--- src/rtl/fifo_wr_arbiter.sv ---
// fifo_wr_arbiter
// Round-robin arbiter sharing the single write port of a 16-entry FIFO
// between two REQ/ACK producers. WR/DIN to the FIFO are registered. No write
// is issued while the FIFO is full, or while it is almost full and a write is
// already in flight.
//
// Optional feature: define FIFO_WR_ARBITER_STALLCNT_EN to build the saturating
// stall-cycle counter. Otherwise stall_cnt is tied to zero.
//
// Ports:
//   clk         rising-edge clock
//   rst         synchronous active-high reset
//   req0/din0   producer 0 request and data (data stable while req high)
//   ack0        one-cycle pulse: din0 has been taken
//   req1/din1   producer 1 request and data
//   ack1        one-cycle pulse: din1 has been taken
//   fifo_wr     FIFO write strobe
//   fifo_din    FIFO write data (holds when fifo_wr is low)
//   fifo_full   FIFO full flag
//   fifo_afull  FIFO almost-full flag (count == 15)
//   fifo_over   FIFO overflow flag
//   gnt_id      producer that owns the current fifo_wr word
//   err         sticky overflow flag
//   stall_cnt   number of cycles spent in STALL (saturating)
module fifo_wr_arbiter #(
    parameter int DW = 16,
    parameter int CW = 8
) (
    input  logic          clk,
    input  logic          rst,
    input  logic          req0,
    input  logic [DW-1:0] din0,
    output logic          ack0,
    input  logic          req1,
    input  logic [DW-1:0] din1,
    output logic          ack1,
    output logic          fifo_wr,
    output logic [DW-1:0] fifo_din,
    input  logic          fifo_full,
    input  logic          fifo_afull,
    input  logic          fifo_over,
    output logic          gnt_id,
    output logic          err,
    output logic [CW-1:0] stall_cnt
);

    typedef enum logic [1:0] {
        IDLE  = 2'd0,
        WRITE = 2'd1,
        STALL = 2'd2
    } state_t;

    state_t          state_reg, state_next;
    logic [1:0]      ack_reg, ack_next;
    logic [DW-1:0]   din_reg, din_next;
    logic            gnt_reg, gnt_next;
    logic            last_reg, last_next;
    logic            err_reg;

    logic [1:0]      req_vec;
    logic [1:0]      elig;
    logic [DW-1:0]   din_vec [2];
    logic            wr_allowed;
    logic            win;

    assign req_vec    = {req1, req0};
    assign din_vec[0] = din0;
    assign din_vec[1] = din1;

    // A requester whose ACK is high this cycle already had its word taken;
    // masking it keeps the same word from being written twice.
    genvar gi;
    generate
        for (gi = 0; gi < 2; gi++) begin : g_elig
            assign elig[gi] = req_vec[gi] & ~ack_reg[gi];
        end
    endgenerate

    // Being in WRITE means a word lands in the FIFO at the next edge, so
    // almost-full is as good as full in that case.
    assign wr_allowed = ~fifo_full & ~((state_reg == WRITE) & fifo_afull);

    // On a tie the producer that did not win last time gets the grant.
    assign win = (&elig) ? ~last_reg : elig[1];

    always_comb begin
        state_next = IDLE;
        ack_next   = 2'b00;
        din_next   = din_reg;
        gnt_next   = gnt_reg;
        last_next  = last_reg;
        if (wr_allowed && (|elig)) begin
            state_next    = WRITE;
            ack_next[win] = 1'b1;
            din_next      = din_vec[win];
            gnt_next      = win;
            last_next     = win;
        end else if (|elig) begin
            state_next = STALL;
        end
    end

    always_ff @(posedge clk) begin
        if (rst) begin
            state_reg <= IDLE;
            ack_reg   <= 2'b00;
            din_reg   <= '0;
            gnt_reg   <= 1'b0;
            last_reg  <= 1'b1;
            err_reg   <= 1'b0;
        end else begin
            state_reg <= state_next;
            ack_reg   <= ack_next;
            din_reg   <= din_next;
            gnt_reg   <= gnt_next;
            last_reg  <= last_next;
            err_reg   <= err_reg | fifo_over;
        end
    end

`ifdef FIFO_WR_ARBITER_STALLCNT_EN
    logic [CW-1:0] stall_cnt_reg;

    always_ff @(posedge clk) begin
        if (rst) begin
            stall_cnt_reg <= '0;
        end else if ((state_reg == STALL) && (stall_cnt_reg != {CW{1'b1}})) begin
            stall_cnt_reg <= stall_cnt_reg + 1'b1;
        end
    end

    assign stall_cnt = stall_cnt_reg;
`else
    assign stall_cnt = '0;
`endif

    assign fifo_wr  = (state_reg == WRITE);
    assign fifo_din = din_reg;
    assign ack0     = ack_reg[0];
    assign ack1     = ack_reg[1];
    assign gnt_id   = gnt_reg;
    assign err      = err_reg;

endmodule

--- config.mk ---
export PLATFORM = sky130hd
export DESIGN_NAME = fifo_wr_arbiter
export DESIGN_NICKNAME = d
export VERILOG_FILES = /design/src/rtl/fifo_wr_arbiter.sv
export SDC_FILE = /design/constraint.sdc
export NUM_CORES = 1
export LEC_CHECK = 0
export BUFFER_PORTS_ARGS = -buffer_cell sky130_fd_sc_hd__buf_2
export CORE_MARGIN = 3
export CORE_UTILIZATION = 45
export CTS_BUF_LIST = sky130_fd_sc_hd__clkbuf_2
export CTS_CLUSTER_DIAMETER = 80
export CTS_CLUSTER_SIZE = 24
export DETAILED_ROUTE_END_ITERATION = 7
export PLACE_DENSITY = 0.83
export REMOVE_ABC_BUFFERS = 1
export SLEW_MARGIN = 20
export SYNTH_ARGS = -nofsm -noshare
export SYNTH_HDL_FRONTEND = slang
export SYNTH_SLANG_ARGS = --single-unit
--- constraint.sdc ---
create_clock -name clk -period 3.65 [get_ports clk]
set_input_delay 0.365 -clock clk [delete_from_list [all_inputs] [get_ports clk]]
set_output_delay 0.365 -clock clk [all_outputs]
set_load 0.01 [all_outputs]
After elaboration in Yosys (flattened, before gate mapping)
Cells that the tools add are included.
{"block": "word_totals", "in_bits": 39, "output_inout_bits": 29, "ff_bits": 23}
{"block": "op_classes", "reduce_logical": 6, "mux": 8, "n_lt_le_gt_ge": 3, "bitwise_logic": 12, "n_eq_ne": 1}
{"operator": "$mux 16", "n": 3}
{"operator": "$not 1->1", "n": 6}
{"operator": "$reduce_or 2->1", "n": 3}
{"operator": "$and 1x1->1", "n": 4}
{"operator": "$mux 1", "n": 3}
{"operator": "$eq 2x1->1 const B", "n": 1}
{"operator": "$ge 2x2->1 const B", "n": 1}
{"operator": "$logic_and 1x1->1", "n": 2}
{"operator": "$lt 1x2->1 const B", "n": 1}
{"operator": "$mux 2", "n": 1}
{"operator": "$not 1->2", "n": 1}
{"operator": "$reduce_and 2->1", "n": 1}
{"operator": "$demux 1 s1", "n": 1}
{"operator": "$ge 1x1->1 const B", "n": 1}
{"operator": "$or 1x1->1", "n": 1}

Logic depth before layout (Yosys ltp)
{"block": "depth", "ltp_word": 8, "ltp_mapped": 6, "ltp_nobuf": 4}

Least setup slack after synthesis
Ideal clock, no wire load.
{"block": "synth_timing", "path_type": "input to register", "from": "input port req0", "to": "register din_reg[0], in the netlist fifo_din[0]", "path_buffers": 2, "stages": 6, "slack_ps": 2333, "setup_ps": 117, "required_time_ps": 3533, "arrival_time_ps": 1200, "path_cell_list": "nor2b_2 o2bb2ai_1 o21ba_2 buf_4 buf_4 o2bb2ai_1"}
{"block": "synth_via", "elab_chain_len": 7}
{"item": "start: declaration", "line": "31", "rtl": "input logic req0,"}
{"item": "$and 1x1->1 (*)", "line": "75", "rtl": "assign elig[gi] = req_vec[gi] & ~ack_reg[gi];"}
{"item": "$reduce_and 2->1", "line": "84", "rtl": "assign win = (&elig) ? ~last_reg : elig[1];"}
{"item": "$mux 1", "line": "84"}
{"item": "$not 1->2 (not written as such)", "line": "95", "rtl": "din_next = din_vec[win];"}
{"item": "$mux 16 (not written as such) (3 in series)", "line": "95"}
{"item": "end signal: assignment", "line": "114", "rtl": "din_reg <= din_next;"}
{"item": "end: declaration", "line": "55", "rtl": "logic [DW-1:0] din_reg, din_next;"}
Every way passes the cells marked *; elsewhere a longest branch is shown, timed or not. The select of a mux whose other input is x is not followed.
A chain may end at the register's enable or synchronous reset.

Worst setup path after layout
{"block": "layout_timing", "from": "register ack_reg[0]", "to": "register din_reg[1], in the netlist fifo_din[1]"}
{"block": "layout_via", "elab_chain_len": 8}
{"item": "start: declaration", "line": "54", "rtl": "logic [1:0] ack_reg, ack_next;"}
{"item": "start signal: assignment", "line": "113", "rtl": "ack_reg <= ack_next;"}
{"item": "$not 1->1 (*)", "line": "75"}
{"item": "$and 1x1->1 (*)", "line": "75"}
{"item": "$reduce_and 2->1", "line": "84"}
{"item": "$mux 1", "line": "84"}
{"item": "$not 1->2 (not written as such)", "line": "95"}
{"item": "$mux 16 (not written as such) (3 in series)", "line": "95"}
Marked as above.

==> impl_metrics.py <==
metrics = {
    "cts": {
        "numClockSinks": 23,
        "cts_root_buffer": "clkbuf_2",
        "cts_tree": "yes",
        "cts.clk_slew.worst_paths_ns": 0.20,
        "cts_resized": 0,
        "clk_latency_ns": 0.31,
        "cts_buffer_depth": 2,
        "cts_buffers": 3,
        "htreeDepth": 1,
        "ctsHoldBuffers": 0,
        "post_cts_buffers": 0,
    },
    "route": {
        "viasPerCell": 4.82,
        "drt_wl_total_um": 2110,
        "routedWlPerCell_um": 12.4,
        "drtAntennaViolNets": 0,
        "num_vias": 820,
        "drt_iter0_markers": 1,
        "post-route-drc-count": 0,
        "drt_first_pass_iters": 2,
    },
    "synth": {
        "synthMuxAreaShare": 0.155,
        "synth_compound_area_frac": 0.206,
        "ys_types": 16,
        "syn-cell-area_um2": 1030,
        "synth.yosys.seq_area_share": 0.447,
        "syn_inst": 87,
        "yosys.area_share.simple": 0.0607,
        "synth_top_family_by_area": "compound AO/OA/AOI/OAI gates",
        "synth_seq_cells": 23,
        "synth_xor_area_frac": 0,
        "yosysWarnings": 0,
        "synth_adder_area_share": 0,
        "synth_area_per_cell_um2": 11.9,
    },
    "critical_path": {
        "crit_buf_inv": 0,
        "max_stage_delay_ns": 0.73,
        "endpoint_kind": "flop",
        "critPathArrivalTime_ns": 1.92,
        "start_kind": "flop",
        "slowest_stage": "a21bo_1",
        "crit_required_ns": 3.86,
        "cp_max_fo": 19,
        "path_class": "reg -> reg",
        "crit_chain": "nor2b_2 -> a21bo_1 -> mux2i_1 -> o2bb2ai_1",
        "cp_top_family": "compound AO/OA/AOI/OAI gates",
    },
    "final_layout": {
        "final_cell_mix": "buf_2 (59), dfxtp_1 (23), o2bb2ai_1 (16), mux2i_1 (16), conb_1 (8)",
        "final_util": 0.624,
        "nets": 183,
        "largest_register_ffs": 16,
        "drive_gt1_frac": 0.497,
        "final_common_cell": "buf_2",
        "antenna_cells": 0,
        "area_growth_pct": 24.8,
    },
    "timing": {
        "clock_skew_ns": 0.00786,
        "max_slew.worst_pin.slew_ns": 0.902,
        "tns_ns": 0,
        "rsz0062_at_grt": "no",
        "fmax_ghz": 0.588,
        "fin_crit_sh": 0.466,
        "slew_viol_final": 0,
        "setup-violations-final": 0,
        "hold_violations": 0,
        "min_period_ns": 1.70,
        "relSlewSlack": 0.399,
    },
    "global_routing": {
        "track_usage": 0.148,
        "grt_pass1_wl_um": 3120,
        "grt_overflow": 0,
        "grt_pass1_vias": 728,
        "grt_max_degree": 22,
        "antenna_found_initial": 0,
    },
    "floorplan": {
        "die_area_um2": 2900,
        "die_y_um": 53.9,
        "die_w_um": 53.9,
        "core_area_um2": 2060,
        "num_io_pins": 68,
        "initial_core_util": 0.500,
        "std_cell_rows": 16,
    },
    "place": {
        "placement.io_buffers": 59,
        "gp_congestion": 0.680,
        "post-dp-hpwl_um": 1610,
    },
    "power_and_ir_drop": {
        "pwr_density_cell_nw_per_um2": 375,
        "peakVddDrop_mv": 0.258,
        "p_leak_nw": 0.710,
    },
    "run": {
        "maxCapViolations": 0,
    },
    "min_path": {
        "holdCritPathClass": "in -> reg",
    },
    "outcome": {
        "outcome": "finished, final reports clean",
    },
}
[cells in the mapped netlist]
| library cell | n | area share |
|---|---|---|
| inv_1 | 3 | 0.011 |
| nor2_1 | 4 | 0.015 |
| buf_4 | 10 | 0.073 |
| o2bb2ai_1 | 16 | 0.14 |
| or3_4 | 1 | 0.011 |
| o2bb2ai_2 | 2 | 0.029 |
| buf_6 | 4 | 0.044 |
| nor2b_2 | 1 | 0.0085 |
| nor2b_4 | 2 | 0.027 |
| o21ba_2 | 1 | 0.0097 |
| conb_1 | 1 | 0.0036 |
| mux2i_1 | 16 | 0.16 |
| o21a_1 | 1 | 0.0073 |
| a2bb2oi_2 | 1 | 0.015 |
| a21bo_1 | 1 | 0.0097 |
| dfxtp_1 | 23 | 0.45 |
[report_power, final]
part / total, mW / leakage (nW) / switching (mW) / internal, mW
logic: 0.105 / 0.505 / 0.0525 / 0.0523
clock network: 0.0982 / 0.0166 / 0.0692 / 0.0290
registers: 0.279 / 0.189 / 0.00921 / 0.270
[cell type report]
class | instances | area [um2]
clock buffers | 4 | 20.0
well taps | 27 | 33.8
flip-flops and latches | 23 | 460
repair buffers | 59 | 295
multi-input cells | 54 | 465
inverters | 3 | 11.3
fillers | 185 | 776
[metal layers]
layer	share of wire	vias up	wire length, um	GRT usage
met4	0	0	0	0.0638
met2	0.48	37	1020	0.258
met3	0.11	0	224	0.0249
met1	0.41	373	870	0.176
met5	0	-	0	0
li1	-	410	-	-
[cells by family (layout without fill, tap and decap cells)]
group                  count (synthesis)  after routing
AOI/OAI and AO/OA                     22             22
buffers and inverters                 17             66
DFF                                   23             23
and+or+nand+nor                        8              8
other                                  1              8
muxes                                 16             16
[through the flow]
step	area [um2]	power (mW)	hold slack, ns	setup WS [ns]	instances
after floorplan	937	0.345	0.437	2.08	80
after global placement	1270	0.386	0.441	1.84	166
after detailed placement	1270	0.390	0.443	1.79	166
after CTS	1290	0.490	0.180	1.93	170
after global routing	1290	0.514	0.151	1.78	170
final	1290	0.482	0.199	1.95	170
[path summary, 6_finish.rpt]
path                     start      endpoint  slack [ns]  cells after the start
hold reg to reg   fifo_din[13]  fifo_din[13]        0.48                      1
setup reg to reg    ack_reg[0]   fifo_din[1]        1.95                      4
hold / removal             rst           err        0.20                      2
setup / recovery    ack_reg[0]   fifo_din[1]        1.95                      4
Power figures use the tool's default switching activity.
